$ cat src/rtl/egg_timer_if.sv
// Button/counter-status inputs and BCD setting/strobe outputs of the egg timer
// control stage, grouped so the controller and its environment share one bundle.
interface egg_timer_if;
    logic       btn_sec;
    logic       btn_min;
    logic       btn_start_stop;
    logic       btn_clear;
    logic       count_zero;
    logic [3:0] seconds_prog;
    logic [3:0] tens_seconds_prog;
    logic [3:0] minutes_prog;
    logic [3:0] tens_minutes_prog;
    logic       load;
    logic       pulse_1s;
    logic       timer_on;
    logic       alarm;

    modport master (
        output btn_sec, btn_min, btn_start_stop, btn_clear, count_zero,
        input  seconds_prog, tens_seconds_prog, minutes_prog, tens_minutes_prog,
        input  load, pulse_1s, timer_on, alarm
    );

    modport slave (
        input  btn_sec, btn_min, btn_start_stop, btn_clear, count_zero,
        output seconds_prog, tens_seconds_prog, minutes_prog, tens_minutes_prog,
        output load, pulse_1s, timer_on, alarm
    );
endinterface

$ cat src/rtl/egg_timer_ctrl.sv
// Egg timer front end: button events -> BCD MM:SS setting + load strobe, 1 s tick,
// run/pause/alarm control. Define EGG_TIMER_AUTO_SILENCE_EN to auto-exit ALARM after ALARM_SECS.
module egg_timer_ctrl #(
    parameter int TICK_DIV   = 100_000_000,
    parameter int ALARM_SECS = 30
) (
    input  logic      clk,
    input  logic      reset,
    egg_timer_if.slave bus
);

    localparam int            PW       = $clog2(TICK_DIV);
    localparam logic [PW-1:0] PRE_LAST = PW'(TICK_DIV - 1);
    localparam logic [PW-1:0] PRE_ONE  = PW'(1);

    if (TICK_DIV < 2 || ALARM_SECS < 1) begin : g_bad_params
        $error("egg_timer_ctrl: TICK_DIV must be >= 2 and ALARM_SECS >= 1");
    end

    typedef enum logic [1:0] {
        S_IDLE  = 2'd0,
        S_RUN   = 2'd1,
        S_PAUSE = 2'd2,
        S_ALARM = 2'd3
    } state_t;

    state_t        state_q, state_d;
    logic [PW-1:0] pre_q, pre_d;
    logic [3:0]    sec_u_q, sec_u_d, sec_t_q, sec_t_d;
    logic [3:0]    min_u_q, min_u_d, min_t_q, min_t_d;
    logic          upd_q, upd_d;
    logic          load_q;
    logic [3:0]    sync1_q, sync2_q, prev_q, evt_q;
    logic [3:0]    btn;
    logic          ev_clr, ev_ss, ev_min, ev_sec, ev_any;
    logic          setting_nz;

`ifdef EGG_TIMER_AUTO_SILENCE_EN
    localparam int            SW       = $clog2(ALARM_SECS + 1);
    localparam logic [SW-1:0] SIL_LAST = SW'(ALARM_SECS - 1);
    localparam logic [SW-1:0] SIL_ONE  = SW'(1);
    logic [SW-1:0] sil_q, sil_d;
`endif

    // Increment a two-digit BCD field, wrapping to 00 after {tens_max,9}.
    function automatic logic [7:0] bcd_inc(input logic [3:0] tens,
                                           input logic [3:0] units,
                                           input logic [3:0] tens_max);
        if (units == 4'd9) begin
            if (tens == tens_max) return 8'h00;
            return {tens + 4'd1, 4'd0};
        end
        return {tens, units + 4'd1};
    endfunction

    // Bit order throughout: [3]=clear [2]=start_stop [1]=min [0]=sec
    assign btn = {bus.btn_clear, bus.btn_start_stop, bus.btn_min, bus.btn_sec};

    assign ev_clr = evt_q[3];
    assign ev_ss  = evt_q[2] & ~evt_q[3];
    assign ev_min = evt_q[1] & ~(|evt_q[3:2]);
    assign ev_sec = evt_q[0] & ~(|evt_q[3:1]);
    assign ev_any = |evt_q;

    assign setting_nz = |{sec_u_q, sec_t_q, min_u_q, min_t_q};

    always_comb begin
        state_d = state_q;
        pre_d   = pre_q;
        sec_u_d = sec_u_q;
        sec_t_d = sec_t_q;
        min_u_d = min_u_q;
        min_t_d = min_t_q;
        upd_d   = 1'b0;
`ifdef EGG_TIMER_AUTO_SILENCE_EN
        sil_d   = '0;
`endif
        case (state_q)
            S_IDLE: begin
                if (ev_clr) begin
                    {sec_t_d, sec_u_d, min_t_d, min_u_d} = '0;
                    upd_d = 1'b1;
                end else if (ev_ss) begin
                    if (setting_nz) begin
                        state_d = S_RUN;
                        pre_d   = '0;
                    end
                end else if (ev_min) begin
                    {min_t_d, min_u_d} = bcd_inc(min_t_q, min_u_q, 4'd9);
                    upd_d = 1'b1;
                end else if (ev_sec) begin
                    {sec_t_d, sec_u_d} = bcd_inc(sec_t_q, sec_u_q, 4'd5);
                    upd_d = 1'b1;
                end
            end
            S_RUN: begin
                // Expiry is checked before any button so a racing press cannot mask it.
                if (bus.count_zero) begin
                    state_d = S_ALARM;
                    pre_d   = '0;
                end else if (ev_clr) begin
                    state_d = S_IDLE;
                    pre_d   = '0;
                    upd_d   = 1'b1;
                end else if (ev_ss) begin
                    state_d = S_PAUSE;
                end else begin
                    pre_d = (pre_q == PRE_LAST) ? '0 : pre_q + PRE_ONE;
                end
            end
            S_PAUSE: begin
                if (ev_clr) begin
                    state_d = S_IDLE;
                    pre_d   = '0;
                    upd_d   = 1'b1;
                end else if (ev_ss) begin
                    state_d = S_RUN;
                end
            end
            S_ALARM: begin
                if (ev_any) begin
                    state_d = S_IDLE;
                    pre_d   = '0;
                    upd_d   = 1'b1;
                end
`ifdef EGG_TIMER_AUTO_SILENCE_EN
                else begin
                    // Prescaler keeps running here purely to time the auto-silence.
                    sil_d = sil_q;
                    pre_d = (pre_q == PRE_LAST) ? '0 : pre_q + PRE_ONE;
                    if (pre_q == PRE_LAST) begin
                        if (sil_q == SIL_LAST) begin
                            state_d = S_IDLE;
                            pre_d   = '0;
                            sil_d   = '0;
                            upd_d   = 1'b1;
                        end else begin
                            sil_d = sil_q + SIL_ONE;
                        end
                    end
                end
`endif
            end
            default: state_d = S_IDLE;
        endcase
    end

    always_ff @(posedge clk or negedge reset) begin
        if (!reset) begin
            state_q <= S_IDLE;
            pre_q   <= '0;
            sec_u_q <= '0;
            sec_t_q <= '0;
            min_u_q <= '0;
            min_t_q <= '0;
            upd_q   <= 1'b0;
            load_q  <= 1'b0;
            sync1_q <= '0;
            sync2_q <= '0;
            prev_q  <= '0;
            evt_q   <= '0;
`ifdef EGG_TIMER_AUTO_SILENCE_EN
            sil_q   <= '0;
`endif
        end else begin
            state_q <= state_d;
            pre_q   <= pre_d;
            sec_u_q <= sec_u_d;
            sec_t_q <= sec_t_d;
            min_u_q <= min_u_d;
            min_t_q <= min_t_d;
            upd_q   <= upd_d;
            // Load trails the setting update by one cycle so downstream samples settled digits.
            load_q  <= upd_q;
            sync1_q <= btn;
            sync2_q <= sync1_q;
            prev_q  <= sync2_q;
            evt_q   <= sync2_q & ~prev_q;
`ifdef EGG_TIMER_AUTO_SILENCE_EN
            sil_q   <= sil_d;
`endif
        end
    end

    assign bus.seconds_prog      = sec_u_q;
    assign bus.tens_seconds_prog = sec_t_q;
    assign bus.minutes_prog      = min_u_q;
    assign bus.tens_minutes_prog = min_t_q;
    assign bus.load              = load_q;
    assign bus.pulse_1s          = (state_q == S_RUN) && (pre_q == PRE_LAST);
    assign bus.timer_on          = (state_q == S_RUN);
    assign bus.alarm             = (state_q == S_ALARM);

endmodule

$ cat src/flat_wrapper.sv
// flat-port wrapper written by rule: the top's interface ports become plain ports
module egg_timer_ctrl_flat 
#(
    parameter int TICK_DIV   = 100_000_000,
    parameter int ALARM_SECS = 30
)
  (clk, reset, bus_btn_sec, bus_btn_min, bus_btn_start_stop, bus_btn_clear, bus_count_zero, bus_seconds_prog, bus_tens_seconds_prog, bus_minutes_prog, bus_tens_minutes_prog, bus_load, bus_pulse_1s, bus_timer_on, bus_alarm);
  egg_timer_if bus_i ();
  input  logic clk;
  input  logic reset;
  input wire logic [$bits(bus_i.btn_sec)-1:0] bus_btn_sec;
  input wire logic [$bits(bus_i.btn_min)-1:0] bus_btn_min;
  input wire logic [$bits(bus_i.btn_start_stop)-1:0] bus_btn_start_stop;
  input wire logic [$bits(bus_i.btn_clear)-1:0] bus_btn_clear;
  input wire logic [$bits(bus_i.count_zero)-1:0] bus_count_zero;
  output wire logic [$bits(bus_i.seconds_prog)-1:0] bus_seconds_prog;
  output wire logic [$bits(bus_i.tens_seconds_prog)-1:0] bus_tens_seconds_prog;
  output wire logic [$bits(bus_i.minutes_prog)-1:0] bus_minutes_prog;
  output wire logic [$bits(bus_i.tens_minutes_prog)-1:0] bus_tens_minutes_prog;
  output wire logic [$bits(bus_i.load)-1:0] bus_load;
  output wire logic [$bits(bus_i.pulse_1s)-1:0] bus_pulse_1s;
  output wire logic [$bits(bus_i.timer_on)-1:0] bus_timer_on;
  output wire logic [$bits(bus_i.alarm)-1:0] bus_alarm;
  assign bus_i.btn_sec = bus_btn_sec;
  assign bus_i.btn_min = bus_btn_min;
  assign bus_i.btn_start_stop = bus_btn_start_stop;
  assign bus_i.btn_clear = bus_btn_clear;
  assign bus_i.count_zero = bus_count_zero;
  assign bus_seconds_prog = bus_i.seconds_prog;
  assign bus_tens_seconds_prog = bus_i.tens_seconds_prog;
  assign bus_minutes_prog = bus_i.minutes_prog;
  assign bus_tens_minutes_prog = bus_i.tens_minutes_prog;
  assign bus_load = bus_i.load;
  assign bus_pulse_1s = bus_i.pulse_1s;
  assign bus_timer_on = bus_i.timer_on;
  assign bus_alarm = bus_i.alarm;
  egg_timer_ctrl #(.TICK_DIV(TICK_DIV), .ALARM_SECS(ALARM_SECS)) u_core (.clk(clk), .reset(reset), .bus(bus_i));
endmodule
$ cat config.mk
export PLATFORM = sky130hd
export DESIGN_NAME = egg_timer_ctrl_flat
export DESIGN_NICKNAME = d
export VERILOG_FILES = /design/src/rtl/egg_timer_if.sv /design/src/rtl/egg_timer_ctrl.sv /design/src/flat_wrapper.sv
export SDC_FILE = /design/constraint.sdc
export NUM_CORES = 1
export LEC_CHECK = 0
export CORE_MARGIN = 3
export CORE_UTILIZATION = 30
export DETAILED_ROUTE_END_ITERATION = 8
export PLACE_DENSITY_LB_ADDON = 0.2
export SYNTH_ARGS = -nofsm -noshare
export SYNTH_HDL_FRONTEND = slang
export SYNTH_SLANG_ARGS = --single-unit
$ cat constraint.sdc
create_clock -name clk -period 2.2 [get_ports clk]
set_clock_uncertainty 0.2 [all_clocks]
set_input_delay 0.33 -clock clk [delete_from_list [all_inputs] [get_ports clk]]
set_output_delay 0.33 -clock clk [all_outputs]
set_load 0.03 [all_outputs]
# [Word-level counts from Yosys, hierarchy flattened]
# Cells that the tools add are included.
[word_totals] ff_bits=63 input_bits=7 out_inout_bits=20
[op_classes] n_addsub=5 n_eq_ne=18 muxes=74 n_bitwise=8 reduce_logical=16
[ops] cell="two-way mux 27 bit" n=9
[ops] cell="one-hot mux 27 bit (4 select lines)" n=1
[ops] cell="two-way mux 8 bit" n=8
[ops] cell="two-way mux 4 bit" n=14
[ops] cell="two-way mux 1 bit" n=31
[ops] cell="adder 27 x 1 -> 27 bit (second input constant)" n=1
[ops] cell="== test 27 bit (second input constant)" n=1
[ops] cell="two-way mux 2 bit" n=9
[ops] cell="adder 4 x 1 -> 4 bit (second input constant)" n=4
[ops] cell="OR reduction 16 bit" n=1
[ops] cell="== test 4 bit (second input constant)" n=3
[ops] cell="inequality test 2 x 1 -> 1 bit (second input constant)" n=6
[ops] cell="AND reduction 6 bit" n=2
[ops] cell="one-hot mux 2 bit (4 select lines)" n=1
[ops] cell="AND reduction 4 bit" n=2
[ops] cell="nonzero test 2 bit" n=4
[ops] cell="AND reduction 5 bit" n=1
[ops] cell="bitwise AND 4 bit" n=1
[ops] cell="== test 2 bit (second input constant)" n=2
[ops] cell="== test 4 x 3 -> 1 bit (second input constant)" n=1
[ops] cell="inequality test 4 x 2 -> 1 bit (second input constant)" n=1
[ops] cell="inequality test 4 x 3 -> 1 bit (second input constant)" n=1
[ops] cell="inverter 4 bit" n=1
[ops] cell="one-hot mux 1 bit (4 select lines)" n=1
[ops] cell="other kinds (11)" n=15

# [Longest topological paths before layout]
# Gate-level depths: netlist (run 1).
[logic_depth] ltp_word=15 ltp_mapped=9 depth_no_buf=7

# [Worst setup path after synthesis (run 1)]
# OpenSTA, ideal clock, no wires.
[synth_timing] path_kind="reg-to-reg" start="register u_core.sec_t_q[0] (netlist: u_core.bus.tens_seconds_prog[0])" end="register u_core.pre_q[26]" setup_time_ns=0.077 arrival_ns=2.050 setup_slack_ns=-0.127 stages_incl_launch_ff=9 n_path_buf=1 path_cell_list="dfrtp_1 -> inv_1 -> ha_1 -> nor4b_1 -> nand4_1 -> nand4b_1 -> buf_4 -> or4_1 -> a21oi_1"
[synth_via] elab_chain_len=3
[synth_rtl] element="start: declaration" line="egg_timer_ctrl.sv:29" source="logic [3:0] sec_u_q, sec_u_d, sec_t_q, sec_t_d;"
[synth_rtl] element="start signal: assignment" line="egg_timer_ctrl.sv:169" source="sec_t_q <= sec_t_d;"
[synth_rtl] element="OR reduction 16 bit" line="egg_timer_ctrl.sv:65" source="assign setting_nz = |{sec_u_q, sec_t_q, min_u_q, min_t_q};"
[synth_rtl] element="inequality test 2 x 1 -> 1 bit (no line)"
[synth_rtl] element="AND reduction 6 bit (no line)"
[synth_rtl] element="end signal: assignment" line="egg_timer_ctrl.sv:167" source="pre_q <= pre_d;"
[synth_rtl] element="end: declaration" line="egg_timer_ctrl.sv:28" source="logic [PW-1:0] pre_q, pre_d;"
# No other way between the ends.
# A chain may end at the register's enable or synchronous reset.

# [Worst setup path in the final report (run 1)]
[layout_timing] start="register u_core.min_t_q[1] (netlist: u_core.bus.tens_minutes_prog[1])" end="register u_core.pre_q[14]"
[layout_via] elab_chain_len=3
[layout_rtl] element="start: declaration" line="egg_timer_ctrl.sv:30" source="logic [3:0] min_u_q, min_u_d, min_t_q, min_t_d;"
[layout_rtl] element="start signal: assignment" line="egg_timer_ctrl.sv:171" source="min_t_q <= min_t_d;"
[layout_rtl] element="OR reduction 16 bit" line="egg_timer_ctrl.sv:65"
[layout_rtl] element="inequality test 2 x 1 -> 1 bit (no line)"
[layout_rtl] element="AND reduction 6 bit (no line)"
# No other way between the ends.

==> impl_metrics.ini, run 1 <==
[outcome]
run_status = finished, violations left
failing_checks = setup timing

[cells_and_area]
final_cell_count_no_fill = 571
layout-drive-gt1-share_pct = 36.3
layout.cells.most_common = sky130_fd_sc_hd__buf_4
mostFrequentLayoutCells = sky130_fd_sc_hd__buf_4, sky130_fd_sc_hd__dfrtp_1, sky130_fd_sc_hd__nand2_1
post-route-util_pct = 45.4
nets = 450
antenna-diode-count = 0
post_route_standard_cell_area_excluding_fillers_mm2 = 0.00470
area_growth_syn_to_layout_pct = 45.8

[synthesis]
ys_warn_count = 0
post_synth_inst_count = 331
async_flop_share_pct = 100
post-synth-top-area-cell = sky130_fd_sc_hd__dfrtp_1
post_synth_top_flop = sky130_fd_sc_hd__dfrtp_1
synth_top_cell_area_share_pct = 48.9
yosys.cell_types.count = 49
net_count_after_synthesis = 351
postSynthAreaPerCell_um2 = 9.74
count_of_flip_flops_with_a_built_in_enable_after_synthesis = 0
ys_top_cells_by_area = sky130_fd_sc_hd__dfrtp_1, sky130_fd_sc_hd__ha_1, sky130_fd_sc_hd__a21oi_1
fraction_of_the_yosys_area_taken_by_sequential_cells_pct = 48.9
syn_area_mm2 = 0.00323
synth.ff_latch_count = 63

[place]
io_buffer_count = 26
post-place-cells = 538
finalWeightedCongestion = 0.755
dpl_cell_area_mm2 = 0.00407
dp.final_hpwl_um = 5140
preCtsSetupSlack_ns = -0.259

[floorplan]
floorplan_die_height_um = 110
fp-row-count = 37
fp.dieArea_mm2 = 0.0120
initial_utilization_pct = 31.1
chipWidth_um = 110
coreArea_mm2 = 0.0104
num_io_pins = 27

[critical_path]
path_type_of_the_worst_setup_path = reg -> reg
r2r-start = u_core.bus.tens_minutes_prog[1]
critPathArrivalTime_ns = 2.31
timing.critical_path.from_type = register
critical_path_required_ns = 2.28
cp_max_fo = 6
setup.worst_path.end_class = register
crit_startpoint = u_core.bus.tens_minutes_prog[1]
rrSetupSlack_ns = -0.03

[clock_tree]
cts_max_level = 3
cts_tree = built
cts_buffer_depth = 2
clock_sink_count = 63
clk-insertion-delay-late_ns = 0.35
clk_transition_reported_paths_ns = 0.07
cts_buffers = 9
clk_root_buffer_cell = sky130_fd_sc_hd__clkbuf_8

[pwr]
p_int_mw = 2.99
fin_total_pwr_mw = 4.64
power.ir.vdd_worst_v = 0.000422
power_switching_share_pct = 35.6
power.density_mw_per_mm2 = 987
p_leak_nw = 2.01
combinationalPowerShare_pct = 44.9
clockPowerShare_pct = 24.6
power_switching_mw = 1.65
share_seq_of_total_power_pct = 30.5

[global_route]
grt_pass1_wl_um = 13000
grt_pass1_vias = 2665
pin_count_of_the_biggest_net_entering_global_routing = 64
grt_antenna_before_repair = 0
track_usage_pct = 13.8
grt.overflow.total = 0

[timing]
timing.final.max_slew_violations = 0
worstMarginPinSlew_ns = 0.628
slew_headroom_pct = 57.9
fmaxAchievable_ghz = 0.449
rsz_0062_raised_after_global_routing = true
period_needed_ns = 2.23
finalWorstSetupSlack_ns = -0.0282
setup-violations-final = 3
post-route-period-util_pct = 101
hold_viol = 0
setup_total_negative_slack_ns = -0.0595
fin_worst_hold_slack_ns = 0.149

[detailed_routing]
drc = 0
antenna_violating_nets_post_route = 0
vias_per_cell = 4.96
drt_iter0_markers = 194
wl_um = 8050
detailroute.via_count = 2833
drtPass1Iterations = 4
avgRoutedWirePerCell_um = 14.1

[run]
number_of_max_cap_violations = 0

[hold_path]
timing.hold.worst.start = u_core.sync1_q[2]
holdCritPathClass = reg -> reg
## flip-flops by register name, indices dropped and copies added (netlist names)
register                      cells
u_core.state_q                    2
u_core.bus.tens_seconds_prog      4
u_core.prev_q                     4
u_core.bus.minutes_prog           4
u_core.evt_q                      4
u_core.sync1_q                    4
u_core.pre_q                     27
u_core.upd_q                      1
u_core.bus.seconds_prog           4
u_core.bus.load                   1
u_core.bus.tens_minutes_prog      4
u_core.sync2_q                    4
## cells in the mapped netlist, drive strengths merged (3+ instances only)
library cell	count
nand3	13
nor2	18
buf	4
nor2b	9
nand2b	5
a31oi	4
clkbuf	8
and3	6
or3	13
a21oi	28
dfrtp	63
nor4	3
nor3	6
ha	13
nand2	27
inv	19
or2	3
o31ai	10
o21ai	29
nand4	10
or4	10
xor2	3
nor4bb	4
## final cells by class
cell class,instances,area (um^2)
tap,136,170
timing repair buffer,100,882
clock inverter,5,81.3
clock buffer,11,141
multi-input combinational,237,1770
fill,1000,5670
sequential,63,1590
inverter,19,71.3
## worst max-delay path, stage by stage (launching register included)
cell	delay, ns
sky130_fd_sc_hd__dfrtp_2	0.37
sky130_fd_sc_hd__inv_2	0.05
sky130_fd_sc_hd__ha_4	0.15
sky130_fd_sc_hd__nor4bb_4	0.15
sky130_fd_sc_hd__nand4_1	0.09
sky130_fd_sc_hd__buf_4	0.14
sky130_fd_sc_hd__nand4b_1	0.19
sky130_fd_sc_hd__buf_6	0.20
sky130_fd_sc_hd__or4_4	0.48
sky130_fd_sc_hd__a21oi_2	0.14
## routing by layer
metal	wire, um	GRT usage, %	up-vias
met1	3960	19.6	1390
li1	-	-	1399
met5	0	0	-
met3	205	2.11	9
met4	93	5.61	0
met2	3790	21.0	35
## logic make-up after synthesis
group	share of synthesized area (%)
muxes	1.01
DFF	48.9
xor gates and xnor gates	1.09
AOI/OAI and AO/OA	15.1
adders and majority gates	5.04
buffers and inverters	4.23
and+or+nand+nor	24.7
## path summary, 6_finish.rpt
check	cells past startpoint	endpoint
setup / recovery	9	u_core.pre_q[14]
hold / removal	0	u_core.sync2_q[2]
setup reg to reg	9	u_core.pre_q[14]
hold reg to reg	0	u_core.sync2_q[2]
max in group asynchronous	3	u_core.evt_q[2]
min in group asynchronous	3	u_core.pre_q[22]
## power groups by stage
| stage | combinational (mW) | clock, mW | sequential, mW |
|---|---|---|---|
| after detailed placement | 1.73 | 0 | 1.42 |
| final | 2.08 | 1.14 | 1.42 |
| after CTS | 1.86 | 1.18 | 1.41 |
| after global placement | 1.72 | 0 | 1.42 |
| after global routing | 2.26 | 1.22 | 1.44 |
| after floorplan | 0.689 | 0 | 1.62 |
## repair_timing
| action | CTS | global route |
|---|---|---|
| gates resized for setup | 24 | 47 |
| gates cloned | 1 | 1 |
| pin swaps | 10 | 9 |
| endpoints found under the setup margin | 28 | 32 |
| setup buffers | 11 | 5 |
| endpoints found under the hold margin | 63 | 0 |
| hold buffers | 1 | 0 |
No activity file was read; power rests on OpenSTA's default activity.
==> inputs of run 2 (changes only) <==
--- a/config.mk
+++ b/config.mk
@@ -6,4 +6,5 @@
 export NUM_CORES = 1
 export LEC_CHECK = 0
+export CORE_ASPECT_RATIO = 0.8
 export CORE_MARGIN = 3
 export CORE_UTILIZATION = 30
==> constraint.sdc (replaced) <==
create_clock -name clk -period 2.2 [get_ports clk]
set_clock_uncertainty 0.2 [all_clocks]
set_input_delay 0.44 -clock clk [delete_from_list [all_inputs] [get_ports clk]]
set_output_delay 0.44 -clock clk [all_outputs]
set_load 0.03 [all_outputs]
==> impl_metrics.ini, run 2 (same netlist as run 1, synthesis figures left out) <==
[timing]
setup-violations-final = 2
rsz_0062_raised_after_global_routing = true
timing.final.max_slew_violations = 0
hold_viol = 0
finalWorstSetupSlack_ns = -0.0805
worstMarginPinSlew_ns = 0.604
fin_worst_hold_slack_ns = 0.147
slew_headroom_pct = 59.5
setup_total_negative_slack_ns = -0.0889
fmaxAchievable_ghz = 0.439
post-route-period-util_pct = 104
period_needed_ns = 2.28

[detailed_routing]
vias_per_cell = 4.94
detailroute.via_count = 2833
drtPass1Iterations = 4
wl_um = 8110
drc = 0
drt_iter0_markers = 115
avgRoutedWirePerCell_um = 14.1
antenna_violating_nets_post_route = 0

[cells_and_area]
nets = 449
final_cell_count_no_fill = 574
antenna-diode-count = 0
post_route_standard_cell_area_excluding_fillers_mm2 = 0.00484
post-route-util_pct = 46.7
largest_register_ff_count = 27
layout.cells.most_common = sky130_fd_sc_hd__buf_4
mostFrequentLayoutCells = sky130_fd_sc_hd__buf_4, sky130_fd_sc_hd__dfrtp_1, sky130_fd_sc_hd__o21ai_0
area_growth_syn_to_layout_pct = 50.0
layout-drive-gt1-share_pct = 36.4
max_flop_register = u_core.pre_q

[floorplan]
fp-row-count = 33
floorplan_die_height_um = 98.7
coreArea_mm2 = 0.0104
chipWidth_um = 122
initial_utilization_pct = 31.1
num_io_pins = 27
fp.dieArea_mm2 = 0.0120

[hold_path]
timing.hold.worst.start = u_core.sync1_q[0]
holdCritPathClass = reg -> reg
worstHoldPathCells = 0
min_to = u_core.sync2_q[0]

[global_route]
track_usage_pct = 13.7
grt.overflow.total = 0
grt_pass1_vias = 2673
grt_pass1_wl_um = 13200
grt_antenna_before_repair = 0
pin_count_of_the_biggest_net_entering_global_routing = 64

[pwr]
power.density_mw_per_mm2 = 995
power.ir.vdd_worst_v = 0.000430
fin_total_pwr_mw = 4.82
p_leak_nw = 2.10

[critical_path]
cp_num_buf_inv = 1
reg2reg_to = u_core.pre_q[18]
critPathArrivalTime_ns = 1.64
critical_path_required_ns = 1.56
crit_path_cell_trace = ha_4, nor4bb_4, and4_1, nand3_2, nor2_2, buf_6
cp_max_fo = 2
r2r_worst_path_depth = 9
setup.worst_path.end_class = output pin
critPathMaxStageDelay_ns = 0.40
r2r-start = u_core.pre_q[8]
cp_top_family = simple AND/OR/NAND/NOR gates
cp_slowest_cell = sky130_fd_sc_hd__dfrtp_1
path_type_of_the_worst_setup_path = reg -> out
rrSetupSlack_ns = -0.01
timing.critical_path.from_type = register

[clock_tree]
cts_buffers = 9
cts_tree = built
cts_buffer_depth = 2
clk_transition_reported_paths_ns = 0.06
clk-insertion-delay-late_ns = 0.33
clk_root_buffer_cell = sky130_fd_sc_hd__clkbuf_16
cts_max_level = 3
clock_sink_count = 63

[place]
dpl_cell_area_mm2 = 0.00408
preCtsSetupSlack_ns = -0.322
finalWeightedCongestion = 0.767
post-place-cells = 542
dp.final_hpwl_um = 5340
io_buffer_count = 26

[outcome]
failing_checks = setup timing
run_status = finished, violations left

[run]
number_of_max_cap_violations = 0
[run 2: cell types whose count changed in the layout (fill, tap and decap cells not counted), moves of 4 or more]
cell,change
sky130_fd_sc_hd__buf_4,-5
sky130_fd_sc_hd__o21ai_1,-4
sky130_fd_sc_hd__buf_6,+4
sky130_fd_sc_hd__dlymetal6s2s_1,+7
sky130_fd_sc_hd__dfrtp_1,-5
sky130_fd_sc_hd__clkbuf_16,+8
sky130_fd_sc_hd__dfrtp_2,+5
sky130_fd_sc_hd__clkbuf_8,-10
sky130_fd_sc_hd__clkdlybuf4s50_1,-7
sky130_fd_sc_hd__o21ai_0,+4
[run 2: what timing repair did]
| item | in CTS | in global routing |
|---|---|---|
| endpoints found under the hold margin | 63 | 0 |
| pin swaps | 7 | 10 |
| gates resized for setup | 10 | 74 |
| endpoints found under the setup margin | 15 | 31 |
| hold buffers | 1 | 0 |
| buffers inserted | 7 | 10 |
[run 2: how the worst max path moves through the flow]
stage                                           from               end  slack, ns  depth (start not counted)
after detailed placement              bus_count_zero  u_core.pre_q[25]      -0.32                          7
after global placement                bus_count_zero  u_core.pre_q[10]      -0.30                          7
after CTS                            u_core.pre_q[1]      bus_pulse_1s      -0.11                          6
after floorplan           u_core.bus.seconds_prog[0]  u_core.pre_q[26]     -0.007                          8
final                                u_core.pre_q[1]      bus_pulse_1s      -0.08                          6
after global routing                 u_core.pre_q[8]  u_core.pre_q[18]      -0.18                          9
[run 2: area by class of cell]
type	count	area, um^2
Fill cell	944	5520
Multi-Input combinational cell	237	1790
Sequential cell	63	1600
Timing Repair Buffer	99	902
Clock buffer	9	225
Tap cell	140	175
Clock inverter	7	80.1
Inverter	19	71.3
[run 2: where the power goes]
group / switching, mW / leakage [nW] / total, mW / internal (mW)
clock network: 0.559 / 0.143 / 1.45 / 0.888
registers: 0.118 / 0.798 / 1.43 / 1.31
logic: 1.03 / 1.16 / 1.94 / 0.915
total: 1.70 / 2.10 / 4.82 / 3.11
[run 2: routing by layer]
| metal | track usage, % | share of wire, % | up-vias |
|---|---|---|---|
| met1 | 20.3 | 51 | 1374 |
| met3 | 3.21 | 3.6 | 11 |
| met5 | 0 | 0 | - |
| met4 | 5.51 | 1.9 | 0 |
| li1 | - | - | 1403 |
| met2 | 19.3 | 44 | 45 |
[run 2: worst reg2reg max path: cells and delay by family, from the launching register on]
kind / cells / cell delay [ns]
AND/OR/NAND/NOR: 4 / 0.81
buffers and inverters: 4 / 0.58
flip-flops: 1 / 0.40
AO/OA/AOI/OAI: 1 / 0.15
==> inputs of run 3 (changes only) <==
Settings changed: CAP_MARGIN from default to 20, CTS_CLUSTER_SIZE from default to 24.
==> results of run 3 <==
The final DEF is identical to that of run 2; final timing and power are the same.
